File: config.mk
export PLATFORM = sky130hd
export DESIGN_NAME = rammodel_fixed_latency_timing
export DESIGN_NICKNAME = d
export VERILOG_FILES = /design/src/rtl/rammodel_fixed_latency_timing.sv
export SDC_FILE = /design/constraint.sdc
export NUM_CORES = 1
export LEC_CHECK = 0
export ABC_AREA = 1
export ABC_CLOCK_PERIOD_IN_PS = 5200
export CAP_MARGIN = 20
export CORE_MARGIN = 2
export CORE_UTILIZATION = 41
export DETAILED_ROUTE_END_ITERATION = 10
export MAX_ROUTING_LAYER = met4
export PLACE_DENSITY_LB_ADDON = 0.3
export SLEW_MARGIN = 20
export SYNTH_ARGS = -nofsm -noshare
export SYNTH_HDL_FRONTEND = slang
export SYNTH_SLANG_ARGS = --single-unit
export TNS_END_PERCENT = 30
File: constraint.sdc
create_clock -name clk -period 5.2 [get_ports clk]
set_input_delay 1.56 -clock clk [delete_from_list [all_inputs] [get_ports clk]]
set_output_delay 1.56 -clock clk [all_outputs]
set_load 0.02 [all_outputs]
File: src/rtl/rammodel_fixed_latency_timing.sv
// Cycle-accounting timing model for the simple RAM model: decides when R beats and
// B responses become eligible, with latency counted in stall-free model cycles.
module rammodel_fixed_latency_timing #(
  parameter int unsigned ADDR_WIDTH = 32,
  parameter int unsigned R_DELAY    = 25,
  parameter int unsigned W_DELAY    = 3,
  parameter int unsigned R_DEPTH    = 8,
  parameter int unsigned B_DEPTH    = 8,
  parameter int unsigned TIME_WIDTH = 16
) (
  input  logic                  clk,
  input  logic                  resetn,
  input  logic                  arvalid,
  output logic                  arready,
  input  logic [ADDR_WIDTH-1:0] araddr,
  input  logic [7:0]            arlen,
  input  logic [2:0]            arsize,
  input  logic [1:0]            arburst,
  output logic                  rvalid,
  input  logic                  rready,
  input  logic                  awvalid,
  output logic                  awready,
  input  logic [ADDR_WIDTH-1:0] awaddr,
  input  logic [7:0]            awlen,
  input  logic [2:0]            awsize,
  input  logic [1:0]            awburst,
  input  logic                  wvalid,
  output logic                  wready,
  input  logic                  wlast,
  output logic                  bvalid,
  input  logic                  bready,
  input  logic                  stall
);

  localparam int unsigned RAW = $clog2(R_DEPTH);
  localparam int unsigned BAW = $clog2(B_DEPTH);
  localparam int unsigned UW  = BAW + 1;
  localparam logic [RAW:0]            R_FULL = (RAW+1)'(R_DEPTH);
  localparam logic [BAW:0]            B_FULL = (BAW+1)'(B_DEPTH);
  localparam logic [UW-1:0]           U_MAX  = UW'(B_DEPTH);
  localparam logic [TIME_WIDTH-1:0]   R_DLY  = TIME_WIDTH'(R_DELAY);
  localparam logic [TIME_WIDTH-1:0]   W_DLY  = TIME_WIDTH'(W_DELAY);

  typedef enum logic {R_IDLE = 1'b0, R_BURST = 1'b1} r_state_e;

  // Wrap-safe: due once (t - due) is non-negative as a signed TIME_WIDTH value.
  function automatic logic is_due(input logic [TIME_WIDTH-1:0] t,
                                  input logic [TIME_WIDTH-1:0] due);
    logic [TIME_WIDTH-1:0] diff;
    diff = t - due;
    return ~diff[TIME_WIDTH-1];
  endfunction

  logic [TIME_WIDTH-1:0] now_q, now_next;

  logic [7:0]            rq_len_q [R_DEPTH];
  logic [TIME_WIDTH-1:0] rq_due_q [R_DEPTH];
  logic [RAW:0]          rq_wr_q, rq_rd_q, rq_count;
  logic [RAW-1:0]        rq_head, rq_next;
  logic                  rq_empty, rq_full, rq_push, rq_pop;
  r_state_e              r_state_q, r_state_d;
  logic [7:0]            beat_q, beat_d;

  logic [TIME_WIDTH-1:0] bq_due_q [B_DEPTH];
  logic [BAW:0]          bq_wr_q, bq_rd_q, bq_count;
  logic                  bq_empty, bq_full, bq_push, bq_pop;
  logic [UW-1:0]         unm_q, unm_d;
  logic                  aw_hs;

  logic unused_inputs;
  assign unused_inputs = ^{araddr, arsize, arburst, awaddr, awlen, awsize, awburst};

  assign now_next = now_q + TIME_WIDTH'(1);

  assign rq_count = rq_wr_q - rq_rd_q;
  assign rq_empty = (rq_count == '0);
  assign rq_full  = (rq_count == R_FULL);
  assign rq_head  = rq_rd_q[RAW-1:0];
  assign rq_next  = rq_head + RAW'(1);
  assign arready  = resetn && !stall && !rq_full;
  assign rq_push  = arvalid && arready;
  assign rvalid   = (r_state_q == R_BURST);

  assign bq_count = bq_wr_q - bq_rd_q;
  assign bq_empty = (bq_count == '0);
  assign bq_full  = (bq_count == B_FULL);
  assign awready  = resetn && !stall && (unm_q != U_MAX);
  assign wready   = resetn && !stall && (unm_q != '0) && !bq_full;
  assign aw_hs    = awvalid && awready;
  assign bq_push  = wvalid && wready && wlast;
  assign bvalid   = !bq_empty && is_due(now_q, bq_due_q[bq_rd_q[BAW-1:0]]);
  assign bq_pop   = bvalid && bready && !stall;

  // Burst entry looks one model cycle ahead so rvalid is high in the cycle now == due.
  always_comb begin
    r_state_d = r_state_q;
    beat_d    = beat_q;
    rq_pop    = 1'b0;
    case (r_state_q)
      R_IDLE: begin
        if (!stall && !rq_empty && is_due(now_next, rq_due_q[rq_head])) begin
          r_state_d = R_BURST;
          beat_d    = rq_len_q[rq_head];
        end
      end
      R_BURST: begin
        if (rready && !stall) begin
          if (beat_q != 8'd0) begin
            beat_d = beat_q - 8'd1;
          end else begin
            rq_pop = 1'b1;
            if (rq_count > (RAW+1)'(1) && is_due(now_next, rq_due_q[rq_next])) begin
              beat_d = rq_len_q[rq_next];
            end else begin
              r_state_d = R_IDLE;
            end
          end
        end
      end
      default: r_state_d = R_IDLE;
    endcase
  end

  always_comb begin
    unm_d = unm_q;
    case ({aw_hs, bq_push})
      2'b10:   unm_d = unm_q + UW'(1);
      2'b01:   unm_d = unm_q - UW'(1);
      default: unm_d = unm_q;
    endcase
  end

  always_ff @(posedge clk or negedge resetn) begin
    if (!resetn) begin
      now_q     <= '0;
      rq_wr_q   <= '0;
      rq_rd_q   <= '0;
      r_state_q <= R_IDLE;
      beat_q    <= '0;
      bq_wr_q   <= '0;
      bq_rd_q   <= '0;
      unm_q     <= '0;
    end else begin
      if (!stall) now_q <= now_next;
      if (rq_push) rq_wr_q <= rq_wr_q + (RAW+1)'(1);
      if (rq_pop)  rq_rd_q <= rq_rd_q + (RAW+1)'(1);
      r_state_q <= r_state_d;
      beat_q    <= beat_d;
      if (bq_push) bq_wr_q <= bq_wr_q + (BAW+1)'(1);
      if (bq_pop)  bq_rd_q <= bq_rd_q + (BAW+1)'(1);
      unm_q     <= unm_d;
    end
  end

  // Queue payload storage needs no reset: entries are only read when occupied.
  always_ff @(posedge clk) begin
    if (rq_push) begin
      rq_len_q[rq_wr_q[RAW-1:0]] <= arlen;
      rq_due_q[rq_wr_q[RAW-1:0]] <= now_q + R_DLY;
    end
    if (bq_push) bq_due_q[bq_wr_q[BAW-1:0]] <= now_q + W_DLY;
  end

endmodule

==> metrics.cfg <==
[worst_setup_path]
crit_start = stall
crit_fanout = 5
worst-path-stages = 7
path_cells = clkdlybuf4s50_1 > inv_1 > nand2_1 > a31oi_1 > nand2_1 > inv_1 > clkdlybuf4s50_1
slowest_stage = clkdlybuf4s50_1
slowest_delay_ns = 0.60
endpoint = wready
r2r_cells = 18
worst_path_dominant_cell_family = buffers and inverters
endpoint_kind = primary output
cp.required_ns = 3.64
rr_endpoint = beat_q[3]$_DFFE_PN0P_
crit_path_start_kind = input pin
r2r-start = rq_rd_q[1]$_DFFE_PN0P_
cp.arrival_ns = 3.37
critical_path_buf_inv_count = 4
ff2ff_setup_slack_ns = 1.06
path_class = input pin to primary output

[global_route]
grt_usage_pct = 20.3
grt_start_max_net_pins = 99
overflow = 0
antenna_found_initial = 0
grt_pass1_wl_um = 71900
grt_pass1_vias = 13100

[clock_tree]
path_clk_slew_ns = 0.06
clock-root-buffer = clkbuf_16
clk_latency_ns = 0.54
postCtsSetupBuffers = 0
clock_sinks = 365
tritoncts = done
cts_buffer_depth = 3
cts_buffers = 40
htreeDepth = 2

[timing]
final_max_slew_viol_count = 0
tightest_slew_ns = 0.983
whs_ns = 0.472
fmax_mhz = 203
finClkSkew_ns = 0.0121
finalHoldViolations = 0
rsz0062_at_grt = false
setup_viol = 0
period_share_pct = 94.7
relSlewSlack_pct = 34.3
finalCriticalPeriod_ns = 4.93
setup_tns_ns = 0

[yosys]
postSynthAreaPerCell_um2 = 9.90
synth-edff-count = 320
synth_seq_cells = 365
ys_async_sr_fraction_pct = 12.3
seq_area_frac_synth_pct = 58.1
synth_area_leaders = edfxtp_1 52%, o21ai_0 7.7%, dfrtp_1 6.1%
syn_nets = 2022
synth.top_cell.area_share_pct = 52.0
synth_common_cells = 320 x edfxtp_1, 284 x o21ai_0, 279 x nand2_1
synth_most_common_cell = edfxtp_1
yosys_warnings = 0
yosysTopAreaCell = edfxtp_1
synth_cells = 1866
synthFlopType = edfxtp_1
synth_cell_types = 48
netlist_area_um2 = 18500

[placement]
placed_cells = 2419
place.gp.congestion = 0.891
io_buffers = 21
dp_hpwl_um = 27900
placed_cell_area_um2 = 19500

[worst_hold_path]
worstHoldPathCells = 2
min_path_type = flip-flop to flip-flop

[drt]
drt_iter0_drc = 1080
drtAntennaViolNets = 0
num_vias = 13700
wl_per_cell_um = 18.5
viasPerCell = 5.48
drt_first_pass_iters = 5
drc = 0
finalWirelength_um = 46100

[pwr]
powerDensity_nw_per_um2 = 599
ir_drop_mv = 0.309
power_leakage_nw = 7.94

[floorplanning]
die_width_um = 216
ios = 104
fp.dieH_um = 216
core_area_um2 = 44300
dieArea_um2 = 46800
rows = 77
start_util_pct = 41.7

[job]
drv_cap = 0

[final_layout]
antenna_cells = 0
fin_nets = 2026
drive_gt1_share_pct = 8.16
stdcell_count = 2491
area_growth_pct = 12.3
final_area_um2 = 20700
n_fill_cell = 4072

[run_status]
outcome = completed

==> power by group <==
part	leakage (nW)	switching [mW]	internal, mW
clock network	0.598	1.13	1.54
logic	3.88	3.93	1.91
registers	3.47	0.243	3.68
total	7.94	5.30	7.12
==> worst reg2reg max path, delay by kind of cell (launching register included) <==
| kind | cells | cell delay, ns |
|---|---|---|
| buf+inv | 1 | 0.42 |
| fa+ha+maj | 2 | 1.28 |
| compound gates | 4 | 0.57 |
| simple gates | 11 | 1.20 |
| flops | 1 | 0.57 |
==> cell families after synthesis <==
family | Yosys count | share of synthesized area [%]
and+or+nand+nor | 611 | 14.2
DFF | 365 | 58.1
buffers and inverters | 263 | 5.64
adders and majority gates | 57 | 3.94
AOI/OAI and AO/OA | 510 | 15.2
xor gates and xnor gates | 60 | 2.85
==> worst min path at each step <==
stage | start | to | slack, ns
2_1_floorplan | beat_q[0]$_DFFE_PN0P_ | beat_q[0]$_DFFE_PN0P_ | 0.44
3_3_place_gp | beat_q[0]$_DFFE_PN0P_ | beat_q[0]$_DFFE_PN0P_ | 0.46
3_5_place_dp | beat_q[1]$_DFFE_PN0P_ | beat_q[1]$_DFFE_PN0P_ | 0.46
4_1_cts | beat_q[1]$_DFFE_PN0P_ | beat_q[1]$_DFFE_PN0P_ | 0.47
5_1_grt | rq_rd_q[3]$_DFFE_PN0P_ | rq_rd_q[3]$_DFFE_PN0P_ | 0.51
6_report | beat_q[1]$_DFFE_PN0P_ | beat_q[1]$_DFFE_PN0P_ | 0.47
==> layer usage <==
layer / up-vias / routed length (um) / GRT usage, %
li1: 6573 / - / -
met1: 6578 / 19600 / 25.6
met2: 400 / 22600 / 33.7
met3: 100 / 2510 / 2.60
met4: 0 / 1320 / 7.01
met5: - / 0 / -
==> registers in the layout, indices dropped and copies added (netlist names) <==
name and cells:
rq_len_q 64, rvalid 1, now_q 16, bq_rd_q 4, bq_wr_q 4, rq_due_q 128
beat_q 8, rq_wr_q 4, unm_q 4, rq_rd_q 4, bq_due_q 128
==> stage by stage <==
stage          util [%]  setup WS (ns)  power, mW
4_1_cts            46.8         0.0710       12.4
6_report           46.8          0.274       12.4
5_1_grt            46.8          0.104       13.4
3_5_place_dp       43.9          0.141       9.74
3_3_place_gp       43.9          0.199       9.56
2_1_floorplan         -          0.291       8.02
==> repair_timing <==
| action | CTS | global route |
|---|---|---|
| gates resized for setup | 6 | 7 |
| setup endpoints to repair | 1 | 1 |
| hold buffers | 0 | 0 |
| cloned | 1 | 0 |
==> cell type report <==
cell class | instances | area, um^2 | share of cell area [%]
Timing Repair Buffer | 70 | 651 | 3.14
Clock inverter | 17 | 115 | 0.555
Tap cell | 592 | 741 | 3.57
Inverter | 155 | 592 | 2.85
Multi-Input combinational cell | 1238 | 6790 | 32.8
Clock buffer | 54 | 1100 | 5.33
Sequential cell | 365 | 10700 | 51.8
==> cell usage in the layout, fill, tap and decap left out, drive strengths merged, types with 3 or more instances in the layout <==
master	count
clkbuf	55
xor2	49
o221ai	16
buf	49
xnor2	11
a211oi	3
a21oi	114
a31oi	5
clkinv	15
nor3	16
o21ai	288
nor2	191
ha	55
nand3	86
clkdlybuf4s50	19
o22ai	30
inv	154
nand2	289
nand3b	3
edfxtp	320
dfrtp	45
a221oi	4
o211ai	39
nand4	23
(Power assumes the default switching activity.)
